$ cat src/rtl/bcd_scoreboard.sv
// bcd_scoreboard: game score held directly in packed BCD, with a synchronised/edge-detected
// point input, a pending-event counter and saturation at all-9s. Define HIGH_SCORE_EN for high-score tracking.
module bcd_scoreboard #(
  parameter int unsigned DIGITS = 6,
  parameter int unsigned PEND_W = 3
) (
  input  logic                clk,
  input  logic                rst,
  input  logic                point_add,
  input  logic                bird_die,
  output logic [4*DIGITS-1:0] score_bcd,
  output logic                busy,
  output logic                saturated,
  output logic                pend_ovf,
  output logic [4*DIGITS-1:0] high_bcd,
  output logic                new_high
);

  localparam int unsigned         IDX_W     = (DIGITS > 1) ? $clog2(DIGITS) : 1;
  localparam logic [4*DIGITS-1:0] ALL_NINES = {DIGITS{4'h9}};
  localparam logic [PEND_W-1:0]   PEND_MAX  = '1;

  typedef enum logic {IDLE, INC} state_t;

  state_t              state, state_n;
  logic [IDX_W-1:0]    idx, idx_n;
  logic [4*DIGITS-1:0] score_n;
  logic [PEND_W-1:0]   pend, pend_n;
  logic                ovf_n;
  logic                s1, s2, s3;
  logic                ev;

  always_ff @(posedge clk or negedge rst) begin
    if (!rst) begin
      s1 <= 1'b0;
      s2 <= 1'b0;
      s3 <= 1'b0;
    end else begin
      s1 <= point_add;
      s2 <= s1;
      s3 <= s2;
    end
  end

  assign ev = s2 & ~s3;

  always_ff @(posedge clk or negedge rst) begin
    if (!rst) begin
      state     <= IDLE;
      idx       <= '0;
      score_bcd <= '0;
      pend      <= '0;
      pend_ovf  <= 1'b0;
    end else begin
      state     <= state_n;
      idx       <= idx_n;
      score_bcd <= score_n;
      pend      <= pend_n;
      pend_ovf  <= ovf_n;
    end
  end

  always_comb begin
    state_n = state;
    idx_n   = idx;
    score_n = score_bcd;
    pend_n  = pend;
    ovf_n   = pend_ovf;
    if (bird_die) begin
      state_n = IDLE;
      idx_n   = '0;
      score_n = '0;
      pend_n  = '0;
      ovf_n   = 1'b0;
    end else begin
      case (state)
        IDLE: begin
          if (pend != '0) begin
            if (saturated) begin
              pend_n = '0;
            end else begin
              state_n = INC;
              idx_n   = '0;
              pend_n  = pend - PEND_W'(1);
            end
          end
        end
        INC: begin
          // one digit per cycle: a 9 becomes 0 and the carry moves up, otherwise finish
          for (int unsigned i = 0; i < DIGITS; i++) begin
            if (idx == IDX_W'(i)) begin
              if (score_bcd[4*i +: 4] == 4'd9) begin
                score_n[4*i +: 4] = 4'd0;
                idx_n             = idx + IDX_W'(1);
              end else begin
                score_n[4*i +: 4] = score_bcd[4*i +: 4] + 4'd1;
                state_n           = IDLE;
              end
            end
          end
        end
        default: state_n = IDLE;
      endcase
      // an event is only dropped if there is no room after this cycle's dequeue/discard
      if (ev) begin
        if (pend_n == PEND_MAX) ovf_n = 1'b1;
        else                    pend_n = pend_n + PEND_W'(1);
      end
    end
  end

  always_comb begin
    busy      = (state == INC) || (pend != '0);
    saturated = (score_bcd == ALL_NINES);
  end

`ifdef HIGH_SCORE_EN
  logic                die_q;
  logic [4*DIGITS-1:0] high_q;
  logic                new_high_q;

  // compared against the pre-clear score on the first cycle of bird_die
  always_ff @(posedge clk or negedge rst) begin
    if (!rst) begin
      die_q      <= 1'b0;
      high_q     <= '0;
      new_high_q <= 1'b0;
    end else begin
      die_q      <= bird_die;
      new_high_q <= 1'b0;
      if (bird_die && !die_q && (score_bcd > high_q)) begin
        high_q     <= score_bcd;
        new_high_q <= 1'b1;
      end
    end
  end

  always_comb begin
    high_bcd = high_q;
    new_high = new_high_q;
  end
`else
  always_comb begin
    high_bcd = '0;
    new_high = 1'b0;
  end
`endif

endmodule
$ cat config.mk
export PLATFORM = sky130hd
export DESIGN_NAME = bcd_scoreboard
export DESIGN_NICKNAME = d
export VERILOG_FILES = /design/src/rtl/bcd_scoreboard.sv
export SDC_FILE = /design/constraint.sdc
export NUM_CORES = 1
export LEC_CHECK = 0
export ABC_AREA = 1
export CAP_MARGIN = 20
export CORE_ASPECT_RATIO = 0.75
export CORE_MARGIN = 5
export CORE_UTILIZATION = 40
export CTS_BUF_LIST = sky130_fd_sc_hd__clkbuf_2 sky130_fd_sc_hd__clkbuf_4 sky130_fd_sc_hd__clkbuf_8
export DETAILED_ROUTE_END_ITERATION = 10
export DONT_BUFFER_PORTS = 1
export GPL_TIMING_DRIVEN = 0
export HOLD_SLACK_MARGIN = 0.03
export SETUP_SLACK_MARGIN = 0.5
export SYNTH_ARGS = -nofsm -noshare
export SYNTH_HDL_FRONTEND = slang
export SYNTH_SLANG_ARGS = --single-unit
$ cat constraint.sdc
create_clock -name clk -period 2.6 [get_ports clk]
set_clock_uncertainty 0.15 [all_clocks]
set_input_delay 0.26 -clock clk [delete_from_list [all_inputs] [get_ports clk]]
set_output_delay 0.26 -clock clk [all_outputs]
set_load 0.01 [all_outputs]
# After elaboration in Yosys (flattened, before gate mapping)
# Index checks and enable logic that the tools add are counted.
[word_totals] register_bits=35 word_cells=124
[op_classes] n_reduce_logical=20 bitwise=3 n_mux=64 addsub=9 eq_ne=15
[ops] operator="$mux W3" count=26
[ops] operator="$mux W24" count=2
[ops] operator="$mux W4" count=12
[ops] operator="$add A4 B1 Y4 const B" count=6
[ops] operator="$eq A24 B24 Y1 const B" count=1
[ops] operator="$eq A4 B4 Y1 const B" count=6
[ops] operator="$mux W1" count=22
[ops] operator="$reduce_bool A2 Y1" count=9
[ops] operator="$reduce_and A2 Y1" count=8
[ops] operator="$eq A3 B3 Y1 const B" count=3
[ops] operator="$add A3 B1 Y3 const B" count=2
[ops] operator="$eq A3 B2 Y1 const B" count=2
[ops] operator="$ne A3 B3 Y1 const B" count=2
[ops] operator="$pmux W3 S2" count=1
[ops] operator="$eq A3 B1 Y1 const B" count=1
[ops] operator="$logic_not A3 Y1" count=1
[ops] operator="$reduce_bool A3 Y1" count=1
[ops] operator="$sub A3 B1 Y3 const B" count=1
[ops] operator="$not A1 Y1" count=2
[ops] operator="$pmux W1 S2" count=1
[ops] operator="$and A1 B1 Y1" count=1
[ops] operator="$logic_or A1 B1 Y1" count=1

# Longest topological paths before layout
[depth] word_depth=19 depth_mapped=15

# Worst setup path before layout
# Ideal clock, no wire load.
[synth_path] path_type="flip-flop to flip-flop" from="register score_bcd[1]" to="register pend[0]" setup_time_ns=0.117 path_slack_ns=0.597 n_path_buf=0 t_required_ns=2.333 stages_incl_launch_ff=14 arrival_ns=1.736 cell_sequence="dfrtp_1 inv_1 ha_1 nand3_1 nor2_1 nand3_2 nand2_1 o21a_2 inv_1 ha_1 nand4_1 nand2_1 nor2_1 nor2_1"
[synth_via] elab_chain_cells=9 elab_cells_between_ends=10 classes_between="add/sub (1); eq/ne (2); mux (7)"
[synth_rtl] element="start: declaration" line="11" rtl="output logic [4*DIGITS-1:0] score_bcd,"
[synth_rtl] element="start signal: assignment" line="57" rtl="score_bcd <= score_n;"
[synth_rtl] element="$eq A24 B24 Y1 *" line="114" rtl="saturated = (score_bcd == ALL_NINES);"
[synth_rtl] element="$mux W3 *" line="79" rtl="if (saturated) begin"
[synth_rtl] element="$mux W3 *" line="78" rtl="if (pend != '0) begin"
[synth_rtl] element="$mux W3 *" line="76" rtl="case (state)"
[synth_rtl] element="$mux W3 *" line="69" rtl="if (bird_die) begin"
[synth_rtl] element="$add A3 B1 Y3 / $eq A3 B3 Y1 (equally long branches)" line="107, 106"
[synth_rtl] element="$mux W3" line="106" rtl="if (pend_n == PEND_MAX) ovf_n = 1'b1;"
[synth_rtl] element="$mux W3 *" line="105" rtl="if (ev) begin"
[synth_rtl] element="$mux W3 *" line="69"
[synth_rtl] element="net pend_n[0]" line="28" rtl="logic [PEND_W-1:0] pend, pend_n;"
[synth_rtl] element="end signal: assignment" line="58" rtl="pend <= pend_n;"
[synth_rtl] element="end: declaration" line="28"
# Mark *: on every way through the listed nets, which the timed path passes. The rest lies on a longest branch. The select of a mux whose other input is x is not followed.
# A chain may end at the register's enable or synchronous reset.

# Worst setup path in the final report
[layout_path] from="register score_bcd[13]" to="register pend[0]"
# Same word-level chain as after synthesis.

==> reports/qor.yml <==
status:
  outcome: "finished clean"
place:
  hpwlAfterDp_um: 3830
  io_buffers: 0
  dpl_cell_area_um2: 2560
  place.gp.congestion: 0.820
cells_and_area:
  syn2layout_area_growth_pct: 23.1
  final_layout_size_suffix_gt1_share_pct: 28.7
  finalInstanceArea_um2: 2930
  layout_common_cells: "nand2_1 (42), inv_1 (38), buf_4 (33)"
  nFillCells: 556
  num_antenna_cells: 0
  nets: 361
  final_common_cell: "nand2_1"
die:
  core_area_um2: 5800
  die_w_um: 99.0
  rows: 24
  die-area_um2: 7600
  io_pins: 56
  dieHeight_um: 76.8
  start_util_pct: 41.0
drt:
  drt_first_pass_iters: 4
  route.detailed.drc: 0
  vias_per_cell: 4.60
  first_iter_violations: 101
  vias: 1934
  wire_per_inst_um: 12.9
  finalWirelength_um: 5430
  drtAntennaViolNets: 0
critical_path:
  crit_top_cell: "nand2_2"
  path_buf_inv: 2
  rrSetupSlack_ns: 0.49
  required_ns: 2.67
  critPathMaxStageDelay_ns: 0.45
  worst_ep_arrival_time_ns: 2.18
  cp_max_fo: 4
  setup.worst_path.end_class: "register"
  cpLargestDelayFamily: "simple AND/OR/NAND/NOR gates"
  reg2reg_depth: 14
  crit_type: "register to register"
  r2r_start: "score_bcd[13]$_DFFE_PN0P_"
  r2r-end: "pend[0]$_DFF_PN0_"
  cp_slowest_cell: "dfrtp_2"
  crit_chain: "inv_2 > ha_4 > nand3_4 > nor2_4 > nand3_4 > nand2_2 > o21a_4 > inv_1 > ha_2 > nand4_1 > nand2_2 > nand2_2 > nand2_1 > nor2_1"
  crit_path_start_kind: "register"
global_route:
  antenna_found_initial: 0
  grt_max_degree: 36
  grt_use_total_pct: 14.4
  grt_pass1_vias: 1880
  grt_overflow_total: 0
  grt_pass1_wl_um: 9000
sta:
  tns_ns: 0
  hold_viol: 0
  fmax_mhz: 474
  fin_crit_sh_pct: 81.1
  drv_slew: 0
  setup_violations: 0
  rsz0062_at_grt: "true"
  fin_crit_ns: 2.11
logic_synthesis:
  ys_types: 32
  synth_edf_count: 0
  synth_cells: 294
  synth-seq-area-share_pct: 36.8
  synth_flop_cell: "dfrtp_1"
  netlist_area_um2: 2380
  synth_warnings: 0
  synth-async-reset-ratio_pct: 100
  ys_ff_latch: 35
  syn_area_per_cell_um2: 8.09
clock_tree:
  clk_pin_slew_ns: 0.07
  clk_latency_ns: 0.29
  numClockSinks: 35
  cts_root_buffer: "clkbuf_8"
  cts_buffers: 5
  h-tree-depth: 2
  cts_tree: "yes"
  clk_path_buf_depth: 2
power:
  peakVddDrop_mv: 0.476
  leakagePower_nw: 1.42
  power.density_nw_per_um2: 582
worst_hold_path:
  hold_path.startpoint: "bird_die"
  min_path_cells: 3
  hold_end: "score_bcd[19]$_DFFE_PN0P_"
  hp-class: "primary input to register"
flow_run:
  cap_violations: 0
## worst max path at each step
| stage | depth (start not counted) | from | to |
|---|---|---|---|
| global route | 14 | score_bcd[13]$_DFFE_PN0P_ | pend[0]$_DFF_PN0_ |
| detailed placement | 13 | score_bcd[1]$_DFFE_PN0P_ | pend[0]$_DFF_PN0_ |
| CTS | 14 | score_bcd[1]$_DFFE_PN0P_ | pend[1]$_DFF_PN0_ |
| floorplan | 13 | score_bcd[1]$_DFFE_PN0P_ | pend[0]$_DFF_PN0_ |
| finish | 14 | score_bcd[13]$_DFFE_PN0P_ | pend[0]$_DFF_PN0_ |
| global placement | 14 | score_bcd[1]$_DFFE_PN0P_ | pend[1]$_DFF_PN0_ |
## registers in the layout, summed over array words and instances (netlist names)
signal and cells:
s2 1, score_bcd 24, pend_ovf 1, state 1, pend 3, s3 1
idx 3, s1 1
## where the power goes
group / internal [mW] / leakage (nW) / switching [mW]
clock: 0.252 / 0.0549 / 0.196
combinational: 0.256 / 0.901 / 0.345
sequential: 0.588 / 0.463 / 0.0629
## final cells by class
class / count / area (µm²) / area share, %
Inverter: 47 / 179 / 6.12
Sequential cell: 35 / 886 / 30.3
Clock buffer: 8 / 104 / 3.55
Timing Repair Buffer: 16 / 155 / 5.30
Multi-Input combinational cell: 209 / 1310 / 44.7
Buffer: 27 / 198 / 6.76
Tap cell: 78 / 97.6 / 3.34
## timing repair
item                                   CTS  global route
gates resized for setup                 18            16
pin swaps                                7            10
endpoints found under the hold margin   38             0
setup endpoints to repair                4             4
hold buffers                             4             0
setup buffers                            8             4
## Yosys cell counts, types with 5 or more instances
cell type	count	share of area, %
nor2_4	5	2.4
o22ai_1	7	1.8
nand3_1	21	4.4
o21ai_0	12	2.5
a21oi_1	19	4.0
inv_1	41	6.5
nand4_1	5	1.3
ha_1	16	8.4
nor2_1	18	2.8
xor2_1	5	1.8
nand2_2	6	1.6
inv_2	5	0.79
nand2_1	46	7.3
dfrtp_1	35	37
buf_4	25	7.9
## tightest hold or removal path: stages
cell and delay (ns):
a21oi_1 0.05, nand2_1 0.06, o21ai_0 0.06
## through the flow
step / utilization, % / power [mW] / hold WS [ns] / std cells / setup WS, ns
2_1_floorplan: - / 1.04 / -0.186 / 318 / 0.597
3_3_place_gp: 44.3 / 1.11 / -0.185 / 396 / 0.333
3_5_place_dp: 44.3 / 1.12 / -0.184 / 396 / 0.304
4_1_cts: 49.0 / 1.62 / 0.0386 / 416 / 0.506
5_1_grt: 50.5 / 1.83 / 0.0565 / 420 / 0.316
6_report: 50.5 / 1.70 / 0.0439 / 420 / 0.491
## cells by family (layout without fill, tap and decap cells)
logic type / after synthesis / count (layout) / synth area share [%]
compound gates: 51 / 51 / 12.9
xor+xnor: 6 / 6 / 2.53
fa+ha+maj: 16 / 16 / 8.42
buf+inv: 74 / 98 / 15.8
flops: 35 / 35 / 36.8
mux: 1 / 1 / 0.421
other cells: 1 / 25 / 0.158
simple gates: 110 / 110 / 22.8
## routing by layer
| layer | global-route usage (%) | up-vias | share of wire [%] |
|---|---|---|---|
| met5 | 0 | - | 0 |
| met4 | 3.00 | 0 | 0.66 |
| met3 | 5.71 | 6 | 7.2 |
| met2 | 22.3 | 41 | 45 |
| met1 | 19.1 | 883 | 47 |
| li1 | - | 1004 | - |
(Power assumes the default switching activity.)
